<file path="config.mk">
export PLATFORM = sky130hd
export DESIGN_NAME = vram_dirty_sync_ctrl
export DESIGN_NICKNAME = d
export VERILOG_FILES = /design/src/rtl/vram_pkg.sv /design/src/rtl/vram_dirty_map.sv /design/src/rtl/vram_dirty_sync_ctrl.sv
export SDC_FILE = /design/constraint.sdc
export NUM_CORES = 1
export LEC_CHECK = 0
export CAP_MARGIN = 20
export CELL_PAD_IN_SITES_DETAIL_PLACEMENT = 2
export CELL_PAD_IN_SITES_GLOBAL_PLACEMENT = 2
export CORE_MARGIN = 2
export CORE_UTILIZATION = 32
export CTS_CLUSTER_DIAMETER = 120
export DETAILED_ROUTE_END_ITERATION = 8
export HOLD_SLACK_MARGIN = 0.02
export PLACE_DENSITY_LB_ADDON = 0.1
export SLEW_MARGIN = 10
export SYNTH_ARGS = -nofsm -noshare
export SYNTH_HDL_FRONTEND = slang
export SYNTH_SLANG_ARGS = --single-unit
</file>
<file path="constraint.sdc">
create_clock -name clk -period 4.25 [get_ports clk]
set_input_delay 0.85 -clock clk [delete_from_list [all_inputs] [get_ports clk]]
set_output_delay 0.85 -clock clk [all_outputs]
set_load 0.01 [all_outputs]
</file>
<file path="src/rtl/vram_pkg.sv">
// ---------------------------------------------------------------------------
// vram_pkg
// Shared VRAM constants and types for the vblank dirty-block copy scheduler.
//   VRAM_ADDR_W    : VRAM word-address width (64-bit words)
//   VRAM_DATA_W    : VRAM word width
//   VRAM_BLK_LOG2  : log2 of words per dirty-tracking block
//   vram_sync_state_e : sync FSM state encoding
//   vram_blk_idx_t    : block index (upper address bits)
//   vram_blk_of()     : address -> block index helper
// ---------------------------------------------------------------------------
package vram_pkg;

  localparam int VRAM_ADDR_W   = 13;
  localparam int VRAM_DATA_W   = 64;
  localparam int VRAM_BLK_LOG2 = 6;
  localparam int VRAM_BLK_W    = VRAM_ADDR_W - VRAM_BLK_LOG2;
  localparam int VRAM_NUM_BLK  = 1 << VRAM_BLK_W;

  typedef enum logic [1:0] {
    SYNC_IDLE  = 2'd0,
    SYNC_SCAN  = 2'd1,
    SYNC_COPY  = 2'd2,
    SYNC_DRAIN = 2'd3
  } vram_sync_state_e;

  typedef logic [VRAM_BLK_W-1:0] vram_blk_idx_t;

  // Block index that a VRAM word address falls into.
  function automatic vram_blk_idx_t vram_blk_of(input logic [VRAM_ADDR_W-1:0] addr);
    return addr[VRAM_ADDR_W-1:VRAM_BLK_LOG2];
  endfunction

endpackage

</file>
<file path="src/rtl/vram_dirty_map.sv">
// ---------------------------------------------------------------------------
// vram_dirty_map
// Per-block dirty bitmap for the VRAM sync scheduler.
// Build option: VRAM_SYNC_FULL_COPY_EN -- when defined the bitmap is not
// built and every block reads as dirty.
// Ports:
//   clk, rst_n        : clock, asynchronous active-low reset (all bits -> 1)
//   i_mark_en/idx     : CPU write snoop, sets the block's bit
//   i_test_idx        : block under test; o_test_bit returns its bit
//   i_clr_en          : clears the bit at i_test_idx
//   i_remark_en/idx   : re-sets a bit (block whose copy was cut short)
// A set (mark or re-mark) always wins over a clear of the same bit in the
// same cycle.
// ---------------------------------------------------------------------------
module vram_dirty_map
  import vram_pkg::*;
#(
  parameter int BLK_W = VRAM_BLK_W
) (
  input  logic             clk,
  input  logic             rst_n,
  input  logic             i_mark_en,
  input  logic [BLK_W-1:0] i_mark_idx,
  input  logic [BLK_W-1:0] i_test_idx,
  output logic             o_test_bit,
  input  logic             i_clr_en,
  input  logic             i_remark_en,
  input  logic [BLK_W-1:0] i_remark_idx
);

  localparam int NUM_BLK = 1 << BLK_W;

`ifdef VRAM_SYNC_FULL_COPY_EN

  // No tracking: every block is always copied.
  assign o_test_bit = 1'b1;

  logic w_unused_map_inputs;
  assign w_unused_map_inputs = ^{clk, rst_n, i_mark_en, i_mark_idx, i_test_idx,
                                 i_clr_en, i_remark_en, i_remark_idx};

`else

  logic [NUM_BLK-1:0] r_dirty;

  // Sets are written after the clear so that they take priority when they
  // hit the same bit in the same cycle.
  always_ff @(posedge clk or negedge rst_n) begin
    if (!rst_n) begin
      r_dirty <= '1;
    end else begin
      if (i_clr_en) begin
        r_dirty[i_test_idx] <= 1'b0;
      end
      if (i_remark_en) begin
        r_dirty[i_remark_idx] <= 1'b1;
      end
      if (i_mark_en) begin
        r_dirty[i_mark_idx] <= 1'b1;
      end
    end
  end

  assign o_test_bit = r_dirty[i_test_idx];

`endif

endmodule

</file>
<file path="src/rtl/vram_dirty_sync_ctrl.sv">
// ---------------------------------------------------------------------------
// vram_dirty_sync_ctrl
// Vblank copy scheduler for the double-buffered VRAM. Snoops CPU writes to
// build a per-block dirty bitmap, and on each sync pulse streams only the
// dirty blocks from CPU-facing to PPU-facing VRAM (read -> write pipeline).
// Build option: VRAM_SYNC_FULL_COPY_EN -- when defined, dirty tracking is
// compiled out and every pass copies all blocks.
// Ports:
//   clk, rst_n           : clock, asynchronous active-low reset
//   i_cpu_wren/wraddr    : snooped CPU VRAM writes
//   i_sync               : pulse, start a copy pass (ignored while busy)
//   i_abort              : pulse, stop the pass (vblank end)
//   o_busy               : pass in progress (registered)
//   o_done / o_aborted   : one-cycle end-of-pass pulses (registered)
//   o_c_rden/rdaddr      : CPU-facing VRAM read port
//   i_c_rddata           : CPU-facing read data, RD_LAT cycles after o_c_rden
//   o_p_wren/wraddr/...  : PPU-facing VRAM write port, byte enables all-ones
// ---------------------------------------------------------------------------
module vram_dirty_sync_ctrl
  import vram_pkg::*;
#(
  parameter int ADDR_W   = VRAM_ADDR_W,
  parameter int DATA_W   = VRAM_DATA_W,
  parameter int BLK_LOG2 = VRAM_BLK_LOG2,
  parameter int RD_LAT   = 1
) (
  input  logic                clk,
  input  logic                rst_n,
  input  logic                i_cpu_wren,
  input  logic [ADDR_W-1:0]   i_cpu_wraddr,
  input  logic                i_sync,
  input  logic                i_abort,
  output logic                o_busy,
  output logic                o_done,
  output logic                o_aborted,
  output logic                o_c_rden,
  output logic [ADDR_W-1:0]   o_c_rdaddr,
  input  logic [DATA_W-1:0]   i_c_rddata,
  output logic                o_p_wren,
  output logic [ADDR_W-1:0]   o_p_wraddr,
  output logic [DATA_W-1:0]   o_p_wrdata,
  output logic [DATA_W/8-1:0] o_p_byteena
);

  localparam int BLK_W = ADDR_W - BLK_LOG2;

  localparam logic [1:0] ST_IDLE  = SYNC_IDLE;
  localparam logic [1:0] ST_SCAN  = SYNC_SCAN;
  localparam logic [1:0] ST_COPY  = SYNC_COPY;
  localparam logic [1:0] ST_DRAIN = SYNC_DRAIN;

  // Pipe stages that will still produce a write after the current cycle.
  // The last stage is writing right now, so it does not hold DRAIN back.
  localparam logic [RD_LAT-1:0] PEND_MASK = {RD_LAT{1'b1}} >> 1;

  logic [1:0]          r_state;
  logic [1:0]          w_nxt_state;
  logic [BLK_W-1:0]    r_blk_ptr;
  logic [BLK_LOG2-1:0] r_word_ptr;
  logic                r_abort_flag;
  logic                r_busy;
  logic                r_done;
  logic                r_aborted;

  logic                w_test_bit;
  logic                w_last_blk;
  logic                w_last_word;
  logic                w_rden;
  logic [ADDR_W-1:0]   w_rdaddr;
  logic                w_clr_en;
  logic                w_remark_en;
  logic                w_finish;
  logic                w_sync_take;
  logic                w_abort_take;
  logic                w_pipe_pending;

  logic [RD_LAT-1:0]   r_pipe_vld;
  logic [ADDR_W-1:0]   r_pipe_addr [RD_LAT];

  logic                w_unused_lo;

  assign w_last_blk   = &r_blk_ptr;
  assign w_last_word  = &r_word_ptr;
  assign w_rdaddr     = {r_blk_ptr, r_word_ptr};
  assign w_sync_take  = (r_state == ST_IDLE) && i_sync;
  assign w_abort_take = ((r_state == ST_SCAN) || (r_state == ST_COPY)) && i_abort;
  assign w_pipe_pending = |(r_pipe_vld & PEND_MASK);

  // Word-within-block bits do not matter for marking.
  assign w_unused_lo = ^i_cpu_wraddr[BLK_LOG2-1:0];

  vram_dirty_map #(
    .BLK_W(BLK_W)
  ) u_dirty_map (
    .clk          (clk),
    .rst_n        (rst_n),
    .i_mark_en    (i_cpu_wren),
    .i_mark_idx   (i_cpu_wraddr[ADDR_W-1:BLK_LOG2]),
    .i_test_idx   (r_blk_ptr),
    .o_test_bit   (w_test_bit),
    .i_clr_en     (w_clr_en),
    .i_remark_en  (w_remark_en),
    .i_remark_idx (r_blk_ptr)
  );

  // Next-state and per-cycle control. Abort is checked first in SCAN and
  // COPY so that no read is issued in the abort cycle itself. A block's bit
  // is cleared when SCAN picks it up; if the copy is then cut short by an
  // abort the bit is set again so the next pass repeats the whole block.
  always_comb begin
    w_nxt_state = r_state;
    w_rden      = 1'b0;
    w_clr_en    = 1'b0;
    w_remark_en = 1'b0;
    w_finish    = 1'b0;
    case (r_state)
      ST_IDLE: begin
        if (i_sync) begin
          w_nxt_state = ST_SCAN;
        end
      end
      ST_SCAN: begin
        if (i_abort) begin
          w_nxt_state = ST_DRAIN;
        end else if (w_test_bit) begin
          w_clr_en    = 1'b1;
          w_nxt_state = ST_COPY;
        end else if (w_last_blk) begin
          w_nxt_state = ST_DRAIN;
        end
      end
      ST_COPY: begin
        if (i_abort) begin
          w_remark_en = 1'b1;
          w_nxt_state = ST_DRAIN;
        end else begin
          w_rden = 1'b1;
          if (w_last_word) begin
            w_nxt_state = w_last_blk ? ST_DRAIN : ST_SCAN;
          end
        end
      end
      ST_DRAIN: begin
        if (!w_pipe_pending) begin
          w_finish    = 1'b1;
          w_nxt_state = ST_IDLE;
        end
      end
      default: begin
        w_nxt_state = ST_IDLE;
      end
    endcase
  end

  // State, block/word pointers and the abort memory for the current pass.
  always_ff @(posedge clk or negedge rst_n) begin
    if (!rst_n) begin
      r_state      <= ST_IDLE;
      r_blk_ptr    <= '0;
      r_word_ptr   <= '0;
      r_abort_flag <= 1'b0;
    end else begin
      r_state <= w_nxt_state;
      if (w_sync_take) begin
        r_blk_ptr    <= '0;
        r_abort_flag <= 1'b0;
      end else if (w_abort_take) begin
        r_abort_flag <= 1'b1;
      end else if (r_state == ST_SCAN) begin
        if (w_test_bit) begin
          r_word_ptr <= '0;
        end else if (!w_last_blk) begin
          r_blk_ptr <= r_blk_ptr + 1'b1;
        end
      end else if (r_state == ST_COPY) begin
        r_word_ptr <= r_word_ptr + 1'b1;
        if (w_last_word && !w_last_blk) begin
          r_blk_ptr <= r_blk_ptr + 1'b1;
        end
      end
    end
  end

  // Registered status. busy drops the cycle after the end pulse unless a
  // new sync is accepted in that very cycle.
  always_ff @(posedge clk or negedge rst_n) begin
    if (!rst_n) begin
      r_busy    <= 1'b0;
      r_done    <= 1'b0;
      r_aborted <= 1'b0;
    end else begin
      r_done    <= w_finish && !r_abort_flag;
      r_aborted <= w_finish && r_abort_flag;
      if (w_sync_take) begin
        r_busy <= 1'b1;
      end else if (r_done || r_aborted) begin
        r_busy <= 1'b0;
      end
    end
  end

  // Read-to-write pipe: carries each read address forward so the matching
  // write lands exactly when the read data comes back.
  always_ff @(posedge clk or negedge rst_n) begin
    if (!rst_n) begin
      r_pipe_vld <= '0;
      for (int k = 0; k < RD_LAT; k++) begin
        r_pipe_addr[k] <= '0;
      end
    end else begin
      r_pipe_vld[0]  <= w_rden;
      r_pipe_addr[0] <= w_rdaddr;
      for (int k = 1; k < RD_LAT; k++) begin
        r_pipe_vld[k]  <= r_pipe_vld[k-1];
        r_pipe_addr[k] <= r_pipe_addr[k-1];
      end
    end
  end

  assign o_busy      = r_busy;
  assign o_done      = r_done;
  assign o_aborted   = r_aborted;
  assign o_c_rden    = w_rden;
  assign o_c_rdaddr  = w_rdaddr;
  assign o_p_wren    = r_pipe_vld[RD_LAT-1];
  assign o_p_wraddr  = r_pipe_addr[RD_LAT-1];
  assign o_p_wrdata  = o_p_wren ? i_c_rddata : '0;
  assign o_p_byteena = '1;

endmodule

</file>
==> results.tsv, run 1 <==
metric	value	unit
outcome	completed	
Post-Place Cell Area	12200	µm²
r2r endpoint	u_dirty_map.r_dirty[38]	
clock latency on the worst-skew pair	450	ps
Clock Path Buffers	2	
ys flop type	dfstp_2	
worst r2r path cells	10	
IO Port Bufs	170	
PnR worst setup slack	479	ps
Initial Util	32.6	%
CP cell instances	mux2_1 > a221oi_1 > o22ai_1 > nor2b_1 > or4_1 > nor3_4 > buf_12 > nor3_2 > buf_12 > o221ai_1	
met2 Usage GRT	51.3	%
vias per inst	6.12	
Distinct cells, synth	60	
initial antenna violation count	1	
Final Hold Vio Count	0	
Critical Path AT	4110	ps
Reg2Reg Setup Slack	480	ps
commonest non-fill, non-tap cell in the layout	clkdlybuf4s50_1	
number of CTS-inserted buffers	17	
core footprint	29800	µm²
EDFF count, synth	0	
Max Freq	0.265	GHz
die span in x	178	µm
fin util	42.8	%
mapped cell area	9720	µm²
CTS tree	done	
via count	10000	
# setup viols final	0	
RD Place Congestion	0.882	
antenna viol nets, final	0	
# fillers	3259	
global-route met1 utilization	36.8	%
GR Util All Layers	29.8	%
CP max stage cell	dfrtp_1	
met3 Resource Use GR	5.09	%
WP data required	4590	ps
slowest stage delay, CP	730	ps
htree depth	4	
sequential area share after synthesis	43.1	%
Startpoint Class	flop	
ys async rst share	100	%
HP Class	flop to flop	
clock root buffer	clkbuf_16	
post-cts sizing count	0	
Ports	185	
dpl ws	539	ps
Pre-antenna DRT Iters	5	
GRT overflow	0	
Worst Setup End Kind	flop	
MaxCap Viol Count	0	
Post-CTS Setup Bufs	0	
Routed WL	46800	µm
pwr dens	551	nW/µm²
DP Wirelength	31600	µm
number of synthesized register bits	161	
reg2reg start	r_blk_ptr[1]	
hold depth	1	
Placed Cells	1602	
grt peak-use layer	met2	
Reg area	4190	µm²
Routed WL per cell	28.6	µm
largest net degree at the start of global routing	100	
P_leak	5.16	nW
Die Ht	178	µm
number of global-route vias before repair	10500	
average size of a mapped cell	9.17	µm²
layout cells sized above 1	20.7	%
WHS	451	ps
Clock transition at path regs	70	ps
area of the multi-input gates	4840	µm²
RSZ-0062 raised after global routing	no	
area grow syn2layout	31.1	%
most frequent cells in the layout	clkdlybuf4s50_1 (169), dfstp_2 (128), nand2_1 (96)	
Slew Viols, Final	0	
Hold Buf Count CTS	0	
Non-Filler Instances	1636	
Syn Inst Count	1060	
min-delay src	r_abort_flag	
Finished Cell Area	12700	µm²
# rows	63	
Design Power	7.02	mW
count of clock tree sinks	161	
TNS Setup	0	ps
die footprint	31800	µm²
yosys warns	0	
Crit Path Class	flop to flop	
nets@finish	1320	
Least-Margin Pin Slew	1120	ps
global-route wire length before repair	69400	µm
Initial DRC Count	709	
most used cell, CP	buf_12	
clock skew	13.6	ps
# DRC	0	
Hold EP	o_done	
Worst VDD drop	0.000301	V
fin crit period	3770	ps
crit share post-route	88.7	%
worst-path fanout max	38	
slew margin rel.	25.0	%
==> worst max-delay path by stage <==
stage,cells past startpoint,from,endpoint
after detailed placement,10,r_blk_ptr[1],u_dirty_map.r_dirty[38]
after floorplan,11,r_blk_ptr[1],r_state[1]
after global placement,10,r_blk_ptr[1],u_dirty_map.r_dirty[46]
after CTS,10,r_blk_ptr[1],u_dirty_map.r_dirty[38]
after global routing,10,r_blk_ptr[1],u_dirty_map.r_dirty[38]
final,10,r_blk_ptr[1],u_dirty_map.r_dirty[38]
==> report_power, final <==
part	switching, mW	internal [mW]
clock network	0.707	0.825
registers	0.290	1.85
logic	2.02	1.33
total	3.02	4.00
==> cell families after synthesis <==
group	count (synthesis)	synth area share, %
AOI/OAI and AO/OA	348	27.6
xor gates and xnor gates	2	0.180
adders and majority gates	7	0.901
buffers and inverters	189	7.83
DFF	161	43.1
muxes	34	4.62
other	1	0.0386
and+or+nand+nor	318	15.7
==> cell usage after synthesis, drive strengths merged (3+ instances only) <==
| cell | n | area, µm² |
|---|---|---|
| dfstp | 128 | 3360 |
| nand2 | 96 | 360 |
| inv | 91 | 342 |
| clkbuf | 74 | 278 |
| nor2 | 73 | 274 |
| and2 | 68 | 425 |
| o41ai | 59 | 517 |
| a221oi | 50 | 438 |
| o221ai | 49 | 429 |
| o21ai | 47 | 235 |
| o211ai | 42 | 315 |
| a22oi | 38 | 285 |
| dfrtp | 33 | 826 |
| nor3 | 26 | 141 |
| buf | 24 | 141 |
| mux2i | 19 | 190 |
| a21oi | 17 | 85.1 |
| nand3 | 15 | 75.1 |
| nor2b | 13 | 81.3 |
| nand2b | 11 | 68.8 |
| mux4 | 8 | 180 |
| ha | 7 | 87.6 |
| mux2 | 7 | 78.8 |
| nand4 | 6 | 37.5 |
| o22ai | 6 | 37.5 |
| and3 | 5 | 31.3 |
| a31oi | 4 | 25.0 |
| o2bb2ai | 4 | 35.0 |
| a21o | 3 | 22.5 |
| o21a | 3 | 22.5 |
==> critical path, delay by kind of cell (launching register included) <==
kind / cells / cell delay [ps]
simple gates: 4 / 1350
flops: 1 / 730
compound gates: 3 / 690
buf+inv: 2 / 480
mux: 1 / 380
==> area by class of cell <==
type | count | area share, %
antenna | 2 | 0.0393
timing repair buffer | 243 | 18.2
clock inverter | 12 | 0.854
sequential | 161 | 32.9
inverter | 91 | 2.68
clock buffer | 20 | 3.50
multi-input combinational | 717 | 37.9
tap | 390 | 3.83
==> sequential cells by signal, indices dropped and copies added, names as in the netlist <==
| register | flops |
|---|---|
| u_dirty_map.r_dirty | 128 |
| o_p_wraddr | 13 |
| r_blk_ptr | 7 |
| r_word_ptr | 6 |
| r_state | 2 |
| o_aborted | 1 |
| o_busy | 1 |
| o_done | 1 |
| o_p_wren | 1 |
| r_abort_flag | 1 |
==> per-layer routing <==
layer	vias to the layer above	part of all wire (%)
met2	384	49
met1	5244	41
met3	85	6.1
li1	4297	-
met5	-	0
met4	0	3.7
Power figures use the tool's default switching activity.
==> inputs of run 2 (changes only) <==
--- a/config.mk
+++ b/config.mk
@@ -13,7 +13,7 @@
 export CTS_CLUSTER_DIAMETER = 120
 export DETAILED_ROUTE_END_ITERATION = 8
 export HOLD_SLACK_MARGIN = 0.02
-export PLACE_DENSITY_LB_ADDON = 0.1
+export PLACE_DENSITY = 0.79
 export SLEW_MARGIN = 10
 export SYNTH_ARGS = -nofsm -noshare
 export SYNTH_HDL_FRONTEND = slang
==> results.tsv, run 2 (synthesis results as in run 1) <==
metric	value	unit	change
outcome	completed		
Worst VDD drop	0.000505	V	+68%
clock latency on the worst-skew pair	450	ps	about the same
MaxCap Viol Count	0		unchanged
max reg flops	128		unchanged
# rows	63		unchanged
slew margin rel.	19.1	%	-6.0 points
die footprint	31800	µm²	unchanged
Initial Util	32.6	%	unchanged
GR Util All Layers	29.7	%	-0.098 points
Placed Cells	1595		-0.44%
GRT overflow	0		unchanged
Non-Filler Instances	1628		-0.49%
Pre-antenna DRT Iters	5		unchanged
count of clock tree sinks	161		unchanged
Crit Path Class	flop to flop		
clock root buffer	clkbuf_16		
fin crit period	4100	ps	+326 ps
Post-CTS Setup Bufs	0		unchanged
pwr dens	556	nW/µm²	+0.89%
WP data required	4570	ps	-20 ps
core footprint	29800	µm²	unchanged
clock skew	14.9	ps	+1.31 ps
TNS Setup	0	ps	unchanged
initial antenna violation count	1		unchanged
Routed WL	47200	µm	+0.87%
layout cells sized above 1	20.3	%	-0.45 points
P_leak	5.13	nW	-0.48%
largest net degree at the start of global routing	98		-2.0%
crit share post-route	96.4	%	+7.7 points
htree depth	4		unchanged
Worst Setup End Kind	flop		
via count	10200		+1.4%
HP Class	flop to flop		
die span in x	178	µm	unchanged
# DRC	0		unchanged
number of global-route vias before repair	10600		+0.58%
Routed WL per cell	29.0	µm	+1.4%
Top reg by flops	u_dirty_map.r_dirty		
hold depth	1		unchanged
most frequent cells in the layout	clkdlybuf4s50_1 (169), dfstp_2 (128), nand2_1 (96)		
fin util	42.6	%	-0.16 points
CP max stage cell	dfrtp_1		
Die Ht	178	µm	unchanged
post-cts sizing count	0		unchanged
RSZ-0062 raised after global routing	no		
# setup viols final	0		unchanged
number of CTS-inserted buffers	17		unchanged
nets@finish	1313		-0.53%
CTS tree	done		
Startpoint Class	flop		
Slew Viols, Final	0		unchanged
antenna viol nets, final	0		unchanged
Clock transition at path regs	80	ps	about the same
IO Port Bufs	170		unchanged
area grow syn2layout	30.6	%	
# fillers	3272		+0.40%
Ports	185		unchanged
Clock Path Buffers	2		unchanged
Initial DRC Count	966		+36%
most used cell, CP	buf_4		
commonest non-fill, non-tap cell in the layout	clkdlybuf4s50_1		
Hold Buf Count CTS	0		unchanged
worst-path fanout max	21		-45%
CP cell instances	buf_4 > nor2b_1 > a221oi_1 > nor3_1 > a21oi_1 > a41oi_1 > nor3_4 > buf_12 > buf_4 > o41ai_1 > o211ai_1		
RD Place Congestion	0.866		-1.9%
global-route wire length before repair	69400	µm	about the same
Final Hold Vio Count	0		unchanged
Critical Path AT	4420	ps	+310 ps
Max Freq	0.244	GHz	-7.9%
vias per inst	6.24		+1.9%
Least-Margin Pin Slew	1210	ps	+88.1 ps
worst r2r path cells	11		+1
DP Wirelength	31400	µm	-0.53%
slowest stage delay, CP	690	ps	-40 ps
-- run 2: changes by cell type in the layout (fill, tap and decap cells not counted), moves of 2 or more --
cell        previous run  this run
buf_4                 67        61
nor3_2                 8         2
clkinvlp_4             0         4
nor3_4                 1         5
clkbuf_1               2         0
clkinv_4               4         2
inv_6                  3         5
nor3_1                17        19
-- run 2: layout make-up --
type	count	area [µm²]	area share [%]
Inverter	91	342	2.69
Antenna cell	1	2.50	0.0197
Clock inverter	15	134	1.05
Clock buffer	17	425	3.35
Sequential cell	161	4190	33.0
Multi-Input combinational cell	717	4850	38.2
Tap cell	390	488	3.84
Timing Repair Buffer	236	2260	17.8
-- run 2: stage by stage --
step                      hold WS (ps)  worst slack [ps]  power, mW  area, µm²
after detailed placement           442               452       5.46      12100
after CTS                          454               235       7.05      12700
final                              451               153       7.06      12700
after global routing               484              64.0       7.35      12700
after global placement             433               552       5.34      12100
after floorplan                    418              1170       3.87       9750
-- run 2: path summary, 6_finish.rpt --
kind	slack, ps	to	start
min reg2reg	450	o_done	r_abort_flag
max in group asynchronous	2880	u_dirty_map.r_dirty[106]	rst_n
min in group asynchronous	560	r_state[1]	rst_n
max	150	u_dirty_map.r_dirty[48]	r_blk_ptr[1]
max reg2reg	150	u_dirty_map.r_dirty[48]	r_blk_ptr[1]
min	450	o_done	r_abort_flag
-- run 2: report_power, final --
part,switching (mW),internal (mW),leakage (nW),total (mW)
Combinational,2.08,1.30,3.11,3.38
Sequential,0.290,1.85,1.76,2.14
Clock,0.725,0.812,0.262,1.54
Total,3.10,3.96,5.13,7.06
-- run 2: critical path, delay by kind of cell (launching register included) --
kind | cells | cell delay (ps)
buffers and inverters | 3 | 740
AND/OR/NAND/NOR | 3 | 1060
flip-flops | 1 | 690
AO/OA/AOI/OAI | 5 | 1470
-- run 2: per-layer routing --
metal  vias to the layer above  wire (µm)  global-route usage, %
met5                         -          0                      0
met2                       483      23000                   50.8
met1                      5297      18700                   36.8
li1                       4276          -                      -
met3                        99       3480                   4.92
met4                         0       2010                   12.8
